--- config.mk ---
export PLATFORM = sky130hd
export DESIGN_NAME = edge_skew_feeder
export DESIGN_NICKNAME = d
export VERILOG_FILES = /design/src/rtl/systolic_pkg.sv /design/src/rtl/skew_lane_mux.sv /design/src/rtl/edge_skew_feeder.sv
export SDC_FILE = /design/constraint.sdc
export NUM_CORES = 2
export LEC_CHECK = 0
export BUFFER_PORTS_ARGS = -buffer_cell sky130_fd_sc_hd__buf_4
export CAP_MARGIN = 20
export CORE_MARGIN = 4
export CORE_UTILIZATION = 43
export CTS_CLUSTER_DIAMETER = 120
export DETAILED_ROUTE_END_ITERATION = 10
export SLEW_MARGIN = 30
export SYNTH_ARGS = -nofsm -noshare
export SYNTH_HDL_FRONTEND = slang
export SYNTH_HIERARCHICAL = 1
export SYNTH_SLANG_ARGS = --single-unit
--- constraint.sdc ---
create_clock -name CLK -period 35.8 [get_ports CLK]
set_input_delay 1.79 -clock CLK [delete_from_list [all_inputs] [get_ports CLK]]
set_output_delay 1.79 -clock CLK [all_outputs]
set_load 0.02 [all_outputs]
--- src/rtl/systolic_pkg.sv ---
// Shared constants and types for the systolic tile and its edge feeder.
package systolic_pkg;
  localparam int N          = 8;
  localparam int DW         = 16;
  localparam int SEQ_LEN    = 3 * N - 1;
  localparam int STREAM_LEN = SEQ_LEN + 2;
  localparam int CW         = $clog2(STREAM_LEN);
  localparam int KW         = $clog2(N) + 1;
  localparam int IW         = $clog2(N);

  typedef logic [DW-1:0] elem_t;

  typedef enum logic [1:0] {IDLE, LOAD, STREAM, DONE} feed_state_t;
endpackage

--- src/rtl/skew_lane_mux.sv ---
// One skewed edge lane: picks vals[c-LANE] inside the N-wide window, zero elsewhere.
module skew_lane_mux
  import systolic_pkg::*;
#(
  parameter int LANE = 0
) (
  input  elem_t         vals [N],
  input  logic [CW-1:0] c,
  output elem_t         sel
);
  localparam logic signed [CW+1:0] LANE_S = (CW+2)'(LANE);
  localparam logic signed [CW+1:0] N_S    = (CW+2)'(N);

  logic signed [CW+1:0] off;

  // Widened signed offset keeps c-LANE from wrapping below zero
  always_comb begin
    off = $signed({2'b00, c}) - LANE_S;
    if (!off[CW+1] && (off < N_S)) begin
      sel = vals[off[IW-1:0]];
    end else begin
      sel = '0;
    end
  end
endmodule

--- src/rtl/edge_skew_feeder.sv ---
// Buffers one operand pair as N k-slices, then streams skewed, zero-padded
// row/column edges into the systolic tile with an aligned enable window.
module edge_skew_feeder (
  input  logic                                   CLK,
  input  logic                                   RST,
  input  logic                                   IN_VALID,
  output logic                                   IN_READY,
  input  logic [systolic_pkg::N*systolic_pkg::DW-1:0] A_IN,
  input  logic [systolic_pkg::N*systolic_pkg::DW-1:0] B_IN,
  output logic [systolic_pkg::N*systolic_pkg::DW-1:0] R_X,
  output logic [systolic_pkg::N*systolic_pkg::DW-1:0] C_X,
  output logic                                   TILE_EN,
  output logic                                   BUSY,
  output logic                                   DONE
);
  import systolic_pkg::*;

  // Aliases avoid the clash between the DONE state and the DONE port
  localparam feed_state_t ST_IDLE   = systolic_pkg::IDLE;
  localparam feed_state_t ST_LOAD   = systolic_pkg::LOAD;
  localparam feed_state_t ST_STREAM = systolic_pkg::STREAM;
  localparam feed_state_t ST_DONE   = systolic_pkg::DONE;

  feed_state_t   state, state_nxt;
  logic [KW-1:0] k;
  logic [CW-1:0] c;
  elem_t         a_buf [N][N];
  elem_t         b_buf [N][N];
  elem_t         b_col [N][N];
  elem_t         r_sel [N];
  elem_t         c_sel [N];
  logic          xfer;
  logic          last_slice;
  logic          streaming;

  assign IN_READY   = (state == ST_IDLE) || (state == ST_LOAD);
  assign BUSY       = (state != ST_IDLE);
  assign xfer       = IN_VALID && IN_READY;
  assign last_slice = (k == KW'(N - 1));
  assign streaming  = (state == ST_STREAM);

  always_comb begin
    state_nxt = state;
    case (state)
      ST_IDLE: begin
        if (xfer) state_nxt = last_slice ? ST_STREAM : ST_LOAD;
        else      state_nxt = ST_IDLE;
      end
      ST_LOAD: begin
        if (xfer && last_slice) state_nxt = ST_STREAM;
        else                    state_nxt = ST_LOAD;
      end
      ST_STREAM: begin
        if (c == CW'(STREAM_LEN - 1)) state_nxt = ST_DONE;
        else                          state_nxt = ST_STREAM;
      end
      ST_DONE: state_nxt = ST_IDLE;
      default: state_nxt = ST_IDLE;
    endcase
  end

  always_ff @(posedge CLK or posedge RST) begin
    if (RST) begin
      state <= ST_IDLE;
      k     <= '0;
      c     <= '0;
    end else begin
      state <= state_nxt;
      if (xfer) k <= last_slice ? '0 : k + KW'(1);
      else      k <= k;
      if (streaming && (c != CW'(STREAM_LEN - 1))) c <= c + CW'(1);
      else                                          c <= '0;
    end
  end

  // Operand storage is pure datapath; stale contents are always overwritten before use
  always_ff @(posedge CLK) begin
    if (xfer) begin
      for (int i = 0; i < N; i++) begin
        a_buf[i][k[IW-1:0]] <= A_IN[i*DW +: DW];
        b_buf[k[IW-1:0]][i] <= B_IN[i*DW +: DW];
      end
    end
  end

  always_comb begin
    for (int j = 0; j < N; j++) begin
      for (int r = 0; r < N; r++) begin
        b_col[j][r] = b_buf[r][j];
      end
    end
  end

  for (genvar g = 0; g < N; g++) begin : g_lane
    skew_lane_mux #(.LANE(g)) u_row (.vals(a_buf[g]), .c(c), .sel(r_sel[g]));
    skew_lane_mux #(.LANE(g)) u_col (.vals(b_col[g]), .c(c), .sel(c_sel[g]));
  end

  // Outputs lag the state by one edge so the enable and cycle-c data appear together
  always_ff @(posedge CLK or posedge RST) begin
    if (RST) begin
      R_X     <= '0;
      C_X     <= '0;
      TILE_EN <= 1'b0;
      DONE    <= 1'b0;
    end else begin
      TILE_EN <= streaming;
      DONE    <= (state == ST_DONE);
      for (int i = 0; i < N; i++) begin
        R_X[i*DW +: DW] <= streaming ? r_sel[i] : '0;
        C_X[i*DW +: DW] <= streaming ? c_sel[i] : '0;
      end
    end
  end
endmodule

==> run summary <==
number of fill cells: 17,197
# nets final: 5,716
share of layout cells above drive strength 1: 28.1%
Worst Path Required: 36,270 ps
async set or reset register ratio after synthesis: 11.6%
Synth top area share: 67.8%
Post-CTS Setup Bufs: 0
# H-tree levels: 4
Placer Congestion: 0.738
Avg Inst Size Synth: 18.6 um2
initial antenna violation count: 36
Rows: 168
Tcrit/Tclk final: 13.9%
Die X-Extent: 467 um
post-route ant nets: 0
Syn-to-layout area delta: 15.5%
overall die height: 467 um
Multi-input gate area: 20,100 um2
# hold bufs at CTS: 0
leading area contributor after synthesis: edfxtp_1
Final Skew: 70.9 ps
minimum clock period: 4990 ps
EDFF count, synth: 2,048
Clock Sinks: 2,317
register bit total from synthesis: 2,317
Netlist cell types: 65
Ys Warns: 6
maximum vdd drop: 48.7 uV
PD cells: 60.3 nW/um2
syn nets: 5,154
Resize count post-CTS: 0
RSZ-0062 raised after global routing: no
die area: 218,000 um2
Critical Path End Type: flip-flop
Setup crit start kind: primary input
Ports: 519
worst skew pair latency: 890 ps
largest net degree at the start of global routing: 135
Main synth FF type: edfxtp_1
Reg area: 68,200 um2
Critical Path Source: IN_VALID
Lkg Pwr: 0.0347 uW
Post-Syn Area: 90,700 um2
CTS tree: yes
GRT Util Overall: 19.1%
reg2reg start: state[1]
global-route wire length before repair: 313,000 um
Root Driver: clkbuf_16
Worst slew margin: 33.3%
Final TNS setup: 0 ps
status: complete, no violations
Worst Max-Slew Pin Slew: 1000 ps
# setup viols final: 0
Routed WL: 212,000 um
Initial Utilization: 43.2%
DRC errors left: 0
fin. max-slew vios: 0
IO Port Bufs: 518
Hold Path Origin: k[3]
ranking of synthesized cells by area: edfxtp_1 68%, dfrtp_1 7.4%, mux2i_1 5.7%, mux2_2 4.7%, and2_1 1.8%
Core Box Area: 210,000 um2
cells after synthesis: 4,878
Num CTS Buffers: 232
maximum clock rate: 200 MHz
via/cell ratio: 5.38
number of global-route vias before repair: 46,898
vias: 45,601
# Max-Cap Violations: 0
DR iter-0 viols: 3,420
Avg WL per Cell: 25.0 um
drt first pass iters: 5
Clock Tree Buf Depth: 3
Final Hold Viols: 0
sequential area share after synthesis: 75.2%
Setup CP Type: in2reg
Worst Path Max Fanout: 54
HPWL after DPL: 118,000 um
Clock transition at path regs: 60 ps
grt ovf: 0
worst hold path type: reg2reg
CP arrival: 5460 ps
Fin Hold WS: 532 ps
per-stage QoR:
stage	power [uW]	setup slack [ps]	util [%]	cell area [um2]	instances
after floorplan	3930	8360	-	90700	4878
after global placement	3940	29800	46.0	96500	8001
after detailed placement	3960	29880	46.1	96700	8007
after CTS	6390	30840	49.8	105000	8452
after global routing	6560	30670	49.9	105000	8459
final	6320	30810	49.9	105000	8471
placed cells by master (no fill, tap or decap), drive strengths merged, types with 6 or more instances in the layout:
| master | netlist | layout |
|---|---|---|
| edfxtp | 2048 | 2048 |
| buf | 215 | 604 |
| mux2i | 515 | 515 |
| mux2 | 385 | 385 |
| clkbuf | 61 | 331 |
| dfrtp | 269 | 269 |
| and2 | 265 | 265 |
| o22ai | 257 | 257 |
| a211oi | 160 | 160 |
| a2111oi | 128 | 128 |
| nor2b | 101 | 101 |
| clkinv | 0 | 85 |
| a22oi | 64 | 64 |
| a22o | 64 | 64 |
| and2b | 38 | 38 |
| or2 | 35 | 35 |
| nor2 | 34 | 34 |
| and3 | 33 | 33 |
| nor4b | 32 | 32 |
| inv | 25 | 31 |
| nand2 | 28 | 28 |
| nand2b | 18 | 18 |
| ha | 17 | 17 |
| diode | 0 | 15 |
| bufinv | 0 | 14 |
| xor2 | 12 | 12 |
| o21ai | 10 | 10 |
| clkinvlp | 0 | 9 |
| xnor2 | 8 | 8 |
| nor3 | 8 | 8 |
| a31oi | 6 | 6 |
state kept, by name, summed over array words and instances, names as in the netlist:
signal	cells
state	2
TILE_EN	1
R_X	128
DONE	1
a_buf	1024
k	4
b_buf	1024
C_X	128
c	5
synth_stat cells, drive strengths merged (8+ instances only):
library cell	count
xor2	12
and3	33
inv	25
nand2	28
nor2b	101
a2111oi	128
nor2	34
nor3	8
clkbuf	61
a211oi	160
mux2	385
or2	35
ha	17
and2b	38
and2	265
o22ai	257
o21ai	10
a22o	64
nand2b	18
xnor2	8
buf	215
edfxtp	2048
nor4b	32
a22oi	64
mux2i	515
dfrtp	269
area by class of cell:
cell class | count | share of cell area [%]
Clock inverter | 114 | 1.21
Antenna cell | 15 | 0.0358
Sequential cell | 2317 | 65.2
Clock buffer | 331 | 6.28
Multi-Input combinational cell | 2260 | 19.2
Tap cell | 2805 | 3.35
Inverter | 25 | 0.104
Timing Repair Buffer | 604 | 4.64
report_power, final:
part | switching (uW) | internal, uW | leakage (uW) | total, uW
Combinational | 375 | 147 | 0.00850 | 522
Sequential | 61.0 | 3310 | 0.0223 | 3370
Clock | 1040 | 1390 | 0.00382 | 2430
final timing paths:
check / endpoint / slack, ps / cells past startpoint
min in group asynchronous: R_X[56] / 1020 / 2
hold / removal: k[3] / 530 / 1
setup / recovery: b_buf[6][25] / 30810 / 6
max in group asynchronous: C_X[29] / 33460 / 3
setup reg to reg: b_buf[6][25] / 31280 / 5
hold reg to reg: k[3] / 530 / 1
critical path: stages:
cell and delay (ps):
buf_4 110, nand3b_1 290, nor2_4 740, buf_4 830
buf_4 750, buf_4 760
logic make-up after synthesis:
kind of cell	synth area share, %
XOR/XNOR	0.193
buffers and inverters	2.80
AO/OA/AOI/OAI	6.47
adder cells (fa/ha/maj)	0.235
flip-flops	75.2
AND/OR/NAND/NOR	4.62
multiplexers	10.5
layer usage:
metal | GRT usage, % | part of all wire (%) | vias up | routed length (um)
met3 | 3.52 | 5.0 | 333 | 10600
met1 | 25.4 | 43 | 23678 | 90600
met5 | 0 | 0.079 | - | 168
met4 | 5.08 | 2.3 | 24 | 4860
li1 | - | - | 20488 | -
met2 | 32.3 | 50 | 1078 | 106000
No activity file was read; power rests on OpenSTA's default activity.
